<file path="src/rtl/board_scanner_if.sv">
// board_scanner_if: matrix and move-event bundle between the reed-switch scanner and the game logic.
//   enable        scanning runs while high
//   rows_in       row sense lines, active-low
//   col_drive     column drive, active-low one-hot, 8'hFF when idle
//   jogadaFileira row of the last event, 1..8
//   jogadaColuna  column of the last event, 0..7
//   temJogada     one-cycle move pulse
//   db_frame      one-cycle pulse at each frame compare
//   db_estado     current FSM state code
// master: the scanner. slave: the surrounding system.
interface board_scanner_if;
    localparam int unsigned LINES_W = 8;
    localparam int unsigned COORD_W = 4;
    localparam int unsigned STATE_W = 4;

    logic                 enable;
    logic [LINES_W-1:0]   rows_in;
    logic [LINES_W-1:0]   col_drive;
    logic [COORD_W-1:0]   jogadaFileira;
    logic [COORD_W-1:0]   jogadaColuna;
    logic                 temJogada;
    logic                 db_frame;
    logic [STATE_W-1:0]   db_estado;

    modport master (
        input  enable, rows_in,
        output col_drive, jogadaFileira, jogadaColuna, temJogada, db_frame, db_estado
    );

    modport slave (
        output enable, rows_in,
        input  col_drive, jogadaFileira, jogadaColuna, temJogada, db_frame, db_estado
    );
endinterface

</file>
<file path="src/rtl/board_scanner.sv">
// board_scanner: scans the 8x8 reed-switch matrix column by column, debounces
// over two frames and reports each newly placed piece as one move event.
// Ports:
//   clock  system clock, rising edge
//   reset  synchronous, active-low
//   bus    board_scanner_if.master (enable, rows_in, col_drive, jogada*, db_*)
// Parameter SETTLE (2..15): cycles each column is driven before sampling.
// Optional macro BOARD_INIT_EN: absorb the starting position instead of
// reporting every occupied square after reset.
module board_scanner #(
    parameter int unsigned SETTLE = 4
) (
    input  logic             clock,
    input  logic             reset,
    board_scanner_if.master  bus
);
    localparam int unsigned NSQ    = 64;
    localparam int unsigned COL_W  = 3;
    localparam int unsigned CNT_W  = 4;
    localparam int unsigned IDX_W  = 6;
    localparam int unsigned LINE_W = 8;

    typedef enum logic [3:0] {
        S_IDLE    = 4'd0,
        S_DRIVE   = 4'd1,
        S_NEXT    = 4'd2,
        S_COMPARE = 4'd3,
        S_EMIT    = 4'd4
    } state_t;

    state_t              r_state, w_state_nx;
    logic [NSQ-1:0]      r_cur, r_prev, r_image;
    logic [COL_W-1:0]    r_col, w_col_nx;
    logic [CNT_W-1:0]    r_cnt, w_cnt_nx;
    logic [LINE_W-1:0]   r_col_drive;
    logic [3:0]          r_fileira, r_coluna, r_estado;
    logic                r_tem, r_frame;

    logic [NSQ-1:0]      w_stable_occ, w_stable_emp, w_new, w_new_low;
    logic [IDX_W-1:0]    w_idx;
    logic                w_has_new, w_capture, w_event, w_init_load;

    // Frame debounce: a square is settled only when two consecutive frames agree
    always_comb begin
        w_stable_occ = r_cur & r_prev;
        w_stable_emp = ~r_cur & ~r_prev;
        w_new        = w_stable_occ & ~r_image;
        w_has_new    = |w_new;
        w_new_low    = w_new & (~w_new + 64'd1);
        w_idx        = '0;
        for (int i = NSQ - 1; i >= 0; i--) begin
            if (w_new[i]) w_idx = IDX_W'(i);
        end
    end

`ifdef BOARD_INIT_EN
    logic r_init_done, r_prev_valid;
    // Until the first two-frame compare, the whole stable board is absorbed silently
    assign w_init_load = !r_init_done;
`else
    assign w_init_load = 1'b0;
`endif

    assign w_event = (r_state == S_COMPARE) && w_has_new && !w_init_load;

    // State register
    always_ff @(posedge clock) begin
        if (!reset) r_state <= S_IDLE;
        else        r_state <= w_state_nx;
    end

    // Next-state, column pointer and settle counter
    always_comb begin
        w_state_nx = r_state;
        w_col_nx   = r_col;
        w_cnt_nx   = r_cnt;
        w_capture  = 1'b0;
        case (r_state)
            S_IDLE: begin
                w_col_nx = '0;
                w_cnt_nx = '0;
                if (bus.enable) w_state_nx = S_DRIVE;
            end
            S_DRIVE: begin
                if (!bus.enable) begin
                    w_state_nx = S_IDLE;
                    w_col_nx   = '0;
                    w_cnt_nx   = '0;
                end else begin
                    w_cnt_nx = r_cnt + CNT_W'(1);
                    if (r_cnt == CNT_W'(SETTLE - 1)) begin
                        w_capture  = 1'b1;
                        w_state_nx = S_NEXT;
                    end
                end
            end
            S_NEXT: begin
                w_cnt_nx = '0;
                if (!bus.enable) begin
                    w_state_nx = S_IDLE;
                    w_col_nx   = '0;
                end else if (r_col == COL_W'(7)) begin
                    w_state_nx = S_COMPARE;
                end else begin
                    w_col_nx   = r_col + COL_W'(1);
                    w_state_nx = S_DRIVE;
                end
            end
            S_COMPARE, S_EMIT: begin
                w_col_nx = '0;
                w_cnt_nx = '0;
                if (w_event)          w_state_nx = S_EMIT;
                else if (bus.enable)  w_state_nx = S_DRIVE;
                else                  w_state_nx = S_IDLE;
            end
            default: begin
                w_state_nx = S_IDLE;
                w_col_nx   = '0;
                w_cnt_nx   = '0;
            end
        endcase
    end

    // Datapath and registered outputs; outputs follow the state being entered
    always_ff @(posedge clock) begin
        if (!reset) begin
            r_cur       <= '0;
            r_prev      <= '0;
            r_image     <= '0;
            r_col       <= '0;
            r_cnt       <= '0;
            r_col_drive <= 8'hFF;
            r_fileira   <= '0;
            r_coluna    <= '0;
            r_tem       <= 1'b0;
            r_frame     <= 1'b0;
            r_estado    <= '0;
`ifdef BOARD_INIT_EN
            r_init_done  <= 1'b0;
            r_prev_valid <= 1'b0;
`endif
        end else begin
            r_col <= w_col_nx;
            r_cnt <= w_cnt_nx;
            if (w_capture) r_cur[{r_col, 3'b000} +: LINE_W] <= ~bus.rows_in;
            if (r_state == S_COMPARE) begin
                r_prev <= r_cur;
                if (w_init_load) r_image <= w_stable_occ;
                else             r_image <= (r_image & ~w_stable_emp) | w_new_low;
`ifdef BOARD_INIT_EN
                if (!r_init_done) begin
                    r_init_done  <= r_prev_valid;
                    r_prev_valid <= 1'b1;
                end
`endif
            end
            if (w_event) begin
                r_fileira <= 4'(w_idx[2:0]) + 4'd1;
                r_coluna  <= 4'(w_idx[5:3]);
            end
            r_tem       <= w_event;
            r_frame     <= (w_state_nx == S_COMPARE);
            r_estado    <= w_state_nx;
            r_col_drive <= (w_state_nx == S_DRIVE) ? ~(8'd1 << w_col_nx) : 8'hFF;
        end
    end

    assign bus.col_drive     = r_col_drive;
    assign bus.jogadaFileira = r_fileira;
    assign bus.jogadaColuna  = r_coluna;
    assign bus.temJogada     = r_tem;
    assign bus.db_frame      = r_frame;
    assign bus.db_estado     = r_estado;
endmodule

</file>
<file path="src/flat_wrapper.sv">
// flat-port wrapper written by rule: the top's interface ports become plain ports
module board_scanner_flat 
#(
    parameter int unsigned SETTLE = 4
)
  (clock, reset, bus_enable, bus_rows_in, bus_col_drive, bus_jogadaFileira, bus_jogadaColuna, bus_temJogada, bus_db_frame, bus_db_estado);
  board_scanner_if bus_i ();
  input  logic clock;
  input  logic reset;
  input wire logic [$bits(bus_i.enable)-1:0] bus_enable;
  input wire logic [$bits(bus_i.rows_in)-1:0] bus_rows_in;
  output wire logic [$bits(bus_i.col_drive)-1:0] bus_col_drive;
  output wire logic [$bits(bus_i.jogadaFileira)-1:0] bus_jogadaFileira;
  output wire logic [$bits(bus_i.jogadaColuna)-1:0] bus_jogadaColuna;
  output wire logic [$bits(bus_i.temJogada)-1:0] bus_temJogada;
  output wire logic [$bits(bus_i.db_frame)-1:0] bus_db_frame;
  output wire logic [$bits(bus_i.db_estado)-1:0] bus_db_estado;
  assign bus_i.enable = bus_enable;
  assign bus_i.rows_in = bus_rows_in;
  assign bus_col_drive = bus_i.col_drive;
  assign bus_jogadaFileira = bus_i.jogadaFileira;
  assign bus_jogadaColuna = bus_i.jogadaColuna;
  assign bus_temJogada = bus_i.temJogada;
  assign bus_db_frame = bus_i.db_frame;
  assign bus_db_estado = bus_i.db_estado;
  board_scanner #(.SETTLE(SETTLE)) u_core (.clock(clock), .reset(reset), .bus(bus_i));
endmodule
</file>
<file path="config.mk">
export PLATFORM = sky130hd
export DESIGN_NAME = board_scanner_flat
export DESIGN_NICKNAME = d
export VERILOG_FILES = /design/src/rtl/board_scanner_if.sv /design/src/rtl/board_scanner.sv /design/src/flat_wrapper.sv
export SDC_FILE = /design/constraint.sdc
export NUM_CORES = 1
export LEC_CHECK = 0
export CAP_MARGIN = 5
export CORE_UTILIZATION = 46
export CTS_BUF_LIST = sky130_fd_sc_hd__clkbuf_4 sky130_fd_sc_hd__clkbuf_8 sky130_fd_sc_hd__clkbuf_16
export CTS_CLUSTER_SIZE = 40
export DETAILED_ROUTE_END_ITERATION = 7
export DONT_BUFFER_PORTS = 1
export PLACE_DENSITY = 0.57
export SLEW_MARGIN = 40
export SYNTH_ARGS = -nofsm -noshare
export SYNTH_HDL_FRONTEND = slang
export SYNTH_SLANG_ARGS = --single-unit
</file>
<file path="constraint.sdc">
create_clock -name clock -period 3.8 [get_ports clock]
set_input_delay 0.38 -clock clock [delete_from_list [all_inputs] [get_ports clock]]
set_output_delay 0.38 -clock clock [all_outputs]
set_load 0.01 [all_outputs]
</file>
-- Word-level counts from Yosys, hierarchy flattened
Cells that the tools add are included.
- word-level logic and storage cells: 126
- bits in registers: 220
- output and inout bits: 22
- input port bits: 11
- shift-type cells: 3
- $add $sub $neg: 5
- muxes and demuxes: 80
- bitwise gates (word level): 13
- reductions and logical operators: 6
- eq/ne operators: 8
- operators by type and width (kind ; count):
    2-to-1 mux 6 bit ; 64
    AND 64 bit ; 5
    NOT 64 bit ; 5
    adder 64 x 1 -> 64 bit, second input constant ; 1
    bitwise mux 64 bit ; 1
    bitwise OR 64 bit ; 1
    OR reduction 64 bit ; 1
    variable shift 8 x 8 -> 64 bit, first input constant ; 1
    indexed part select 8 x 8 -> 64 bit ; 1
    2-to-1 mux 4 bit ; 5
    == test 4 x 2 -> 1 bit, second input constant ; 4
    NOT 8 bit ; 2
    case mux 4 bit (4 select lines) ; 1
    2-to-1 mux 3 bit ; 3
    == test 4 x 1 -> 1 bit, second input constant ; 2
    negation 6 -> 8 bit ; 1
    << shifter 1 x 3 -> 8 bit, first input constant ; 1
    case mux 3 bit (2 select lines) ; 1
    adder 3 x 1 -> 4 bit, second input constant ; 1
    adder 4 x 1 -> 4 bit, second input constant ; 1
    == test 4 x 3 -> 1 bit, second input constant ; 1
    logical NOT 4 bit ; 1
    2-to-1 mux 1 bit ; 4
    adder 3 x 1 -> 3 bit, second input constant ; 1
    6 further kinds ; 6

-- Longest topological paths before layout
Gate-level depths: netlist of the first run.
- depth in word-level cells: 67
- gate-level depth with buffers: 10
- gate-level depth less buffers: 10

-- Worst setup path after synthesis of the first run
Ideal clock, no wire load.
- kind: reg-to-reg
- start point: reg u_core.r_cnt[0]
- end point: reg u_core.r_cur[38]
- library setup time: 0.116 ns
- path buffers: 1
- required time: 3.684 ns
- setup slack: 1.408 ns
- clock period less this slack: 2.392 ns
- arrival time: 2.276 ns
- cell stages (with the launch flop): 9
- cells stage by stage: dfxtp_1 ha_1 or3b_1 or3_1 nor3b_2 nor4b_4 buf_4 nand2_1 o211a_1
- word-level cells in the longest chain between the ends: 4
- ends and longest elaborated chain (element ; RTL line ; text):
    start: declaration ; board_scanner.sv:34 ; logic [CNT_W-1:0] r_cnt, w_cnt_nx;
    start signal: assignment ; board_scanner.sv:144 ; r_cnt <= w_cnt_nx;
    == test 4 x 2 -> 1 bit ; board_scanner.sv:91 ; if (r_cnt == CNT_W'(SETTLE - 1)) begin
    2-to-1 mux 1 bit ; board_scanner.sv:91 ;
    2-to-1 mux 1 bit ; board_scanner.sv:85 ; if (!bus.enable) begin
    2-to-1 mux 1 bit ; board_scanner.sv:78 ; case (r_state)
    end signal: indexed assignment ; board_scanner.sv:145 ; if (w_capture) r_cur[{r_col, 3'b000} +: LINE_W] <= ~bus.rows_in;
    end: declaration ; board_scanner.sv:32 ; logic [NSQ-1:0] r_cur, r_prev, r_image;
No other way between the ends.
A chain may end at the register's enable or synchronous reset.

==> impl_metrics.tcl, run 1 <==
set metrics [dict create \
    ios 33 \
    via_per_inst 5.75 \
    p_leak_nw 4.10 \
    die_h_um 153 \
    required_ns 4.25 \
    fin_area_mm2 0.0115 \
    cts_buffer_depth 3 \
    cts_setup_buffers 0 \
    path_clk_slew_ns 0.06 \
    hold_path_class "primary input to flop" \
    drt_wl_total_mm 27.9 \
    port_buffers 0 \
    multi_input_area_mm2 0.00578 \
    ys_warn_count 0 \
    postCtsHoldBufs 1 \
    timing.slew.headroom 0.479 \
    tightest_slew_ns 0.782 \
    diodes 0 \
    crit_type "flop to flop" \
    r2r_setup_slack_ns 0.97 \
    htree_levels 1 \
    cts_buffers 25 \
    powerDensity_mw_per_mm2 407 \
    clkSinkCount 220 \
    synth.area.top_cells "dfxtp_1 (42%), nand2_1 (7.8%), a21boi_0 (6.6%)" \
    arrival_ns 3.28 \
    seq_area_frac_synth 0.419 \
    via_count 8924 \
    final_cell_mix "dfxtp_1 (220), nand2_1 (218), o21ai_0 (107)" \
    initial_core_util 0.475 \
    wl_per_cell_um 18.0 \
    grt_max_degree 193 \
    worstReg2RegEnd "u_core.r_image[62]" \
    end_kind "flop" \
    synth.top_cell.area_share 0.419 \
    outcome "completed" \
    fin_crit_sh 0.744 \
    setup_viol 0 \
    async_reset_ff_frac 0 \
    synthCells 1288 \
    final_util 0.518 \
    ant_nets 0 \
    ff2ff_path_depth 9 \
    num-nets-final 1274 \
    r2r-start "u_core.bus.db_estado[0]" \
    dp_hpwl_mm 18.0 \
    antenna_found_initial 0 \
    register_area_mm2 0.00440 \
    place_area_mm2 0.0107 \
    dieWidth_um 153 \
    dr.pass1.iters 5 \
    synth-edff-count 0 \
    yosysUniqueCellTypes 71 \
    drc 0 \
    final_common_cell "dfxtp_1" \
    ys_ff_latch 220 \
    cts_resized 0 \
    core_mm2 0.0221 \
    dieArea_mm2 0.0234 \
    cp-start-kind "flop" \
    vdd_drop_max_v 0.000452 \
    cts_tree "built" \
    layout-drive-gt1-share 0.0637 \
    rsz0062_at_grt "false" \
    clk_latency_ns 0.52 \
    root_buffer "clkbuf_16" \
    syn_avg_cell_area_um2 8.15 \
    whs_ns 0.0221 \
    finalClockSkew_ns 0.0174 \
    grt_pass1_vias 8332 \
    grt_pass1_wl_mm 45.6 \
    hold_violations 0 \
    fill_cells 2135 \
    rows 54 \
    max_freq_mhz 354 \
    maxCapViolations 0 \
    min_period_ns 2.83 \
    grt_remaining_overflow 0 \
    setup.worst_path.start "u_core.bus.db_estado[0]" \
    place.gp.congestion 0.833 \
    worstPathMaxFanout 7 \
    syn_to_final_growth_pct 9.07 \
    yosysTopAreaCell "dfxtp_1" \
    synth_ff_type "dfxtp_1" \
    slew_violations 0 \
    setup_tns_ns 0 \
    crit_end "u_core.r_image[62]" \
    drt_iter0_markers 594 \
    grt_use_total 0.241 \
    syn_area_mm2 0.0105 \
]
critical path: stages (launching register included):
cell,delay [ns]
dfxtp_1,0.53
nand4bb_4,0.15
nor3_2,0.32
nor4b_4,0.45
and4_1,0.35
nand2_1,0.11
nor3_1,0.40
and3_1,0.27
a21oi_1,0.08
nor2_1,0.10
layout make-up:
type                            count  area share
Clock inverter                      3     0.00164
Timing Repair Buffer                7     0.00546
Sequential cell                   220       0.385
Multi-Input combinational cell    985       0.505
Inverter                           17     0.00557
Tap cell                          280      0.0306
Clock buffer                       39      0.0676
power breakdown:
part           total, mW  internal (mW)  switching (mW)
clock               2.32           1.39           0.935
combinational     0.0297         0.0224         0.00726
sequential          2.31           2.31         0.00249
registers in the layout, summed over array words and instances (netlist names), 3 cells and up:
name / flops
u_core.r_col: 3
u_core.r_cnt: 4
u_core.r_prev: 64
u_core.bus.jogadaFileira: 4
u_core.r_cur: 64
u_core.bus.jogadaColuna: 3
u_core.r_image: 64
u_core.bus.col_drive: 8
u_core.bus.db_estado: 4
routing by layer:
metal	wire length, um	share of wire	up-vias	track usage
met4	694	0.025	0	0.0645
li1	-	-	4487	-
met5	0	0	-	0
met1	13500	0.48	4249	0.335
met2	12700	0.45	143	0.389
met3	1050	0.038	45	0.0340
cells in the mapped netlist, drive strengths merged, types with 9 or more instances:
| master | number |
|---|---|
| a21o | 10 |
| nand2 | 220 |
| o21a | 25 |
| nor2 | 71 |
| nor3 | 78 |
| and3b | 15 |
| nand4 | 16 |
| dfxtp | 220 |
| and3 | 14 |
| and2 | 24 |
| clkbuf | 61 |
| o211a | 9 |
| inv | 17 |
| nand3 | 15 |
| a31oi | 24 |
| nor2b | 54 |
| a21oi | 75 |
| o21ai | 110 |
| nand3b | 63 |
| a21boi | 98 |
worst min path at each step:
stage                          from                          end  slack (ns)  cells after the start
finish                        reset  u_core.bus.jogadaFileira[0]        0.02                      1
global route                  reset             u_core.r_cur[35]        0.02                      1
CTS                           reset             u_core.r_cur[35]        0.01                      1
detailed placement  u_core.r_cnt[0]              u_core.r_cnt[0]        0.44                      1
global placement    u_core.r_cnt[0]              u_core.r_cnt[0]        0.43                      1
floorplan           u_core.r_cnt[0]              u_core.r_cnt[0]        0.42                      1
cell families after synthesis:
group | share of synthesized area
buf+inv | 0.0318
other cells | 0.000357
compound gates | 0.229
xor+xnor | 0.00167
flops | 0.419
fa+ha+maj | 0.00834
simple gates | 0.309
metrics by stage:
| stage | worst slack, ns | std cells | power [mW] |
|---|---|---|---|
| after global routing | 0.765 | 1551 | 4.80 |
| final | 0.972 | 1551 | 4.66 |
| after CTS | 1.01 | 1551 | 4.71 |
| after global placement | 1.02 | 1506 | 2.39 |
| after floorplan | 1.41 | 1289 | 2.42 |
| after detailed placement | 1.02 | 1508 | 2.39 |
No activity file was read; power rests on OpenSTA's default activity.
==> run 2, diff against run 1 <==
--- a/config.mk
+++ b/config.mk
@@ -11,7 +11,7 @@
 export CTS_CLUSTER_SIZE = 40
 export DETAILED_ROUTE_END_ITERATION = 7
 export DONT_BUFFER_PORTS = 1
-export PLACE_DENSITY = 0.57
+export PLACE_DENSITY = 0.59
 export SLEW_MARGIN = 40
 export SYNTH_ARGS = -nofsm -noshare
 export SYNTH_HDL_FRONTEND = slang
==> constraint.sdc (replaced) <==
create_clock -name clock -period 2.6 [get_ports clock]
set_input_delay 0.26 -clock clock [delete_from_list [all_inputs] [get_ports clock]]
set_output_delay 0.26 -clock clock [all_outputs]
set_load 0.01 [all_outputs]
==> run 2 against run 1 <==
Effect of this change:
- fmax rose by 16%
- hold slack improved by 0.029 ns
- non-clock buffer count rose by 71
- global-route usage rose by 0.86 points
- die area did not move
- via count rose by 3.0%
- critical path depth did not move
- first-iteration DRC count rose by 25%
- final cell count rose by 4.8%
- utilization rose by 3.5 points
- cell area rose by 6.7%
- sequential cell count did not move
- largest cell class unchanged
- highest routed layer is now met5
==> impl_metrics.tcl, run 2 (synthesized netlist as in run 1, its figures left out) <==
set metrics [dict create \
    ios 33 \
    met2_usage 0.421 \
    core_mm2 0.0221 \
    grt_use_met3 0.0431 \
    worstReg2RegEnd "u_core.bus.jogadaFileira[2]" \
    wl_per_cell_um 17.7 \
    outcome "completed" \
    fin_area_mm2 0.0122 \
    required_ns 3.01 \
    worstPathMaxFanout 4 \
    maxCapViolations 0 \
    setup_viol 0 \
    placedCellCount 1557 \
    cts_tree "built" \
    path_clk_slew_ns 0.06 \
    port_buffers 0 \
    stdcell_count 1626 \
    initial_core_util 0.475 \
    clk_latency_ns 0.52 \
    crit_chain "and3b_1, o21ba_2, o2111ai_1, a221oi_2, a21oi_1, and4b_1, and3_1, nand4_1, nor3b_1" \
    tightest_slew_ns 0.810 \
    r2r-start "u_core.r_image[44]" \
    layout-drive-gt1-share 0.109 \
    dp_hpwl_mm 18.3 \
    rsz0062_at_grt "false" \
    holdPathStages 3 \
    die_h_um 153 \
    place.gp.congestion 0.821 \
    ff2ff_path_depth 9 \
    antenna_found_initial 4 \
    place_area_mm2 0.0110 \
    powerDensity_mw_per_mm2 581 \
    holdPathEnd "u_core.bus.db_estado[0]" \
    dieArea_mm2 0.0234 \
    critPathMaxStageDelay_ns 0.39 \
    finalPower_mw 7.10 \
    drc 0 \
    setup_tns_ns 0 \
    root_buffer "clkbuf_16" \
    finalClockSkew_ns 0.0116 \
    busiest_layer "met2" \
    htree_levels 1 \
    slew_violations 0 \
    use_met1 0.327 \
    final_cell_mix "dfxtp_1 (220), nand2_1 (218), o21ai_0 (107)" \
    grt_pass1_wl_mm 47.0 \
    grt_max_degree 195 \
    drt_wl_total_mm 28.9 \
    cp-start-kind "flop" \
    whs_ns 0.0506 \
    worstHoldStart "bus_enable" \
    via_count 9195 \
    grt_remaining_overflow 0 \
    max_freq_mhz 410 \
    crit_type "flop to flop" \
    hold_path_class "primary input to flop" \
    cts_buffer_depth 3 \
    fin_crit_sh 0.938 \
    clkSinkCount 220 \
    critPathSlowestCell "a221oi_2" \
    vdd_drop_max_v 0.000414 \
    via_per_inst 5.65 \
    drt_iter0_markers 741 \
    r2r_setup_slack_ns 0.16 \
    dieWidth_um 153 \
    grt_use_total 0.249 \
    grt_pass1_vias 8796 \
    ant_nets 0 \
    dr.pass1.iters 4 \
    arrival_ns 2.84 \
    end_kind "flop" \
    cts_buffers 25 \
    syn_to_final_growth_pct 16.3 \
    final_common_cell "dfxtp_1" \
    fill_cells 2046 \
    min_period_ns 2.44 \
    rows 54 \
    top_regs "u_core.r_cur x64, u_core.r_image x64, u_core.r_prev x64" \
    timing.slew.headroom 0.458 \
    num-nets-final 1345 \
    p_leak_nw 4.47 \
    hold_violations 0 \
]
run 2: cell types whose count changed in the layout (fill, tap and decap cells not counted), sizes merged:
cell,delta
dlygate4sd3,+20
buf,+51
bufinv,+2
diode,+3
inv,+1
clkbuf,-2
run 2: worst max-delay path by stage:
stage                                   to  depth (start not counted)  slack, ns          startpoint
2_1_floorplan             u_core.r_cur[38]                          8       0.21     u_core.r_cnt[0]
3_3_place_gp   u_core.bus.jogadaFileira[1]                          9       0.04    u_core.r_cur[59]
3_5_place_dp   u_core.bus.jogadaFileira[2]                          9       0.04    u_core.r_cur[59]
4_1_cts        u_core.bus.jogadaFileira[2]                          9       0.01    u_core.r_cur[59]
5_1_grt                 u_core.r_image[31]                         10      0.006   u_core.r_image[0]
6_report       u_core.bus.jogadaFileira[2]                          9       0.16  u_core.r_image[44]
run 2: area by class of cell:
class / instances / area [um2] / share of cell area
multi-input cells: 985 / 5860 / 0.480
flip-flops and latches: 220 / 4400 / 0.361
clock buffers: 37 / 759 / 0.0622
repair buffers: 78 / 687 / 0.0562
well taps: 280 / 350 / 0.0287
clock inverters: 6 / 83.8 / 0.00686
inverters: 17 / 63.8 / 0.00522
diodes: 3 / 7.51 / 0.000615
run 2: worst max-delay path, delay by kind of cell, from the launching register on:
kind	cells	cell delay, ns
simple gates	5	1.06
flops	1	0.35
compound gates	4	0.91
run 2: what timing repair did:
action / CTS / global route
endpoints found under the hold margin: 210 / 0
gates resized for setup: 0 / 17
setup endpoints to repair: 0 / 33
hold buffers: 22 / 0
setup buffers: 0 / 1
run 2: layer usage:
layer / wire [um] / vias to the layer above
met5: 13 / -
met4: 543 / 2
met3: 1280 / 40
met2: 13500 / 167
met1: 13500 / 4344
li1: - / 4642
run 2: power breakdown:
group	total, mW	switching [mW]	internal (mW)
Sequential	3.37	0.00171	3.37
Combinational	0.136	0.0864	0.0491
Clock	3.59	1.39	2.21
run 2: through the flow:
stage,util,setup slack [ns]
final,0.553,0.162
after global routing,0.553,0.00566
after CTS,0.549,0.0108
after detailed placement,0.500,0.0354
after global placement,0.499,0.0388
after floorplan,-,0.208
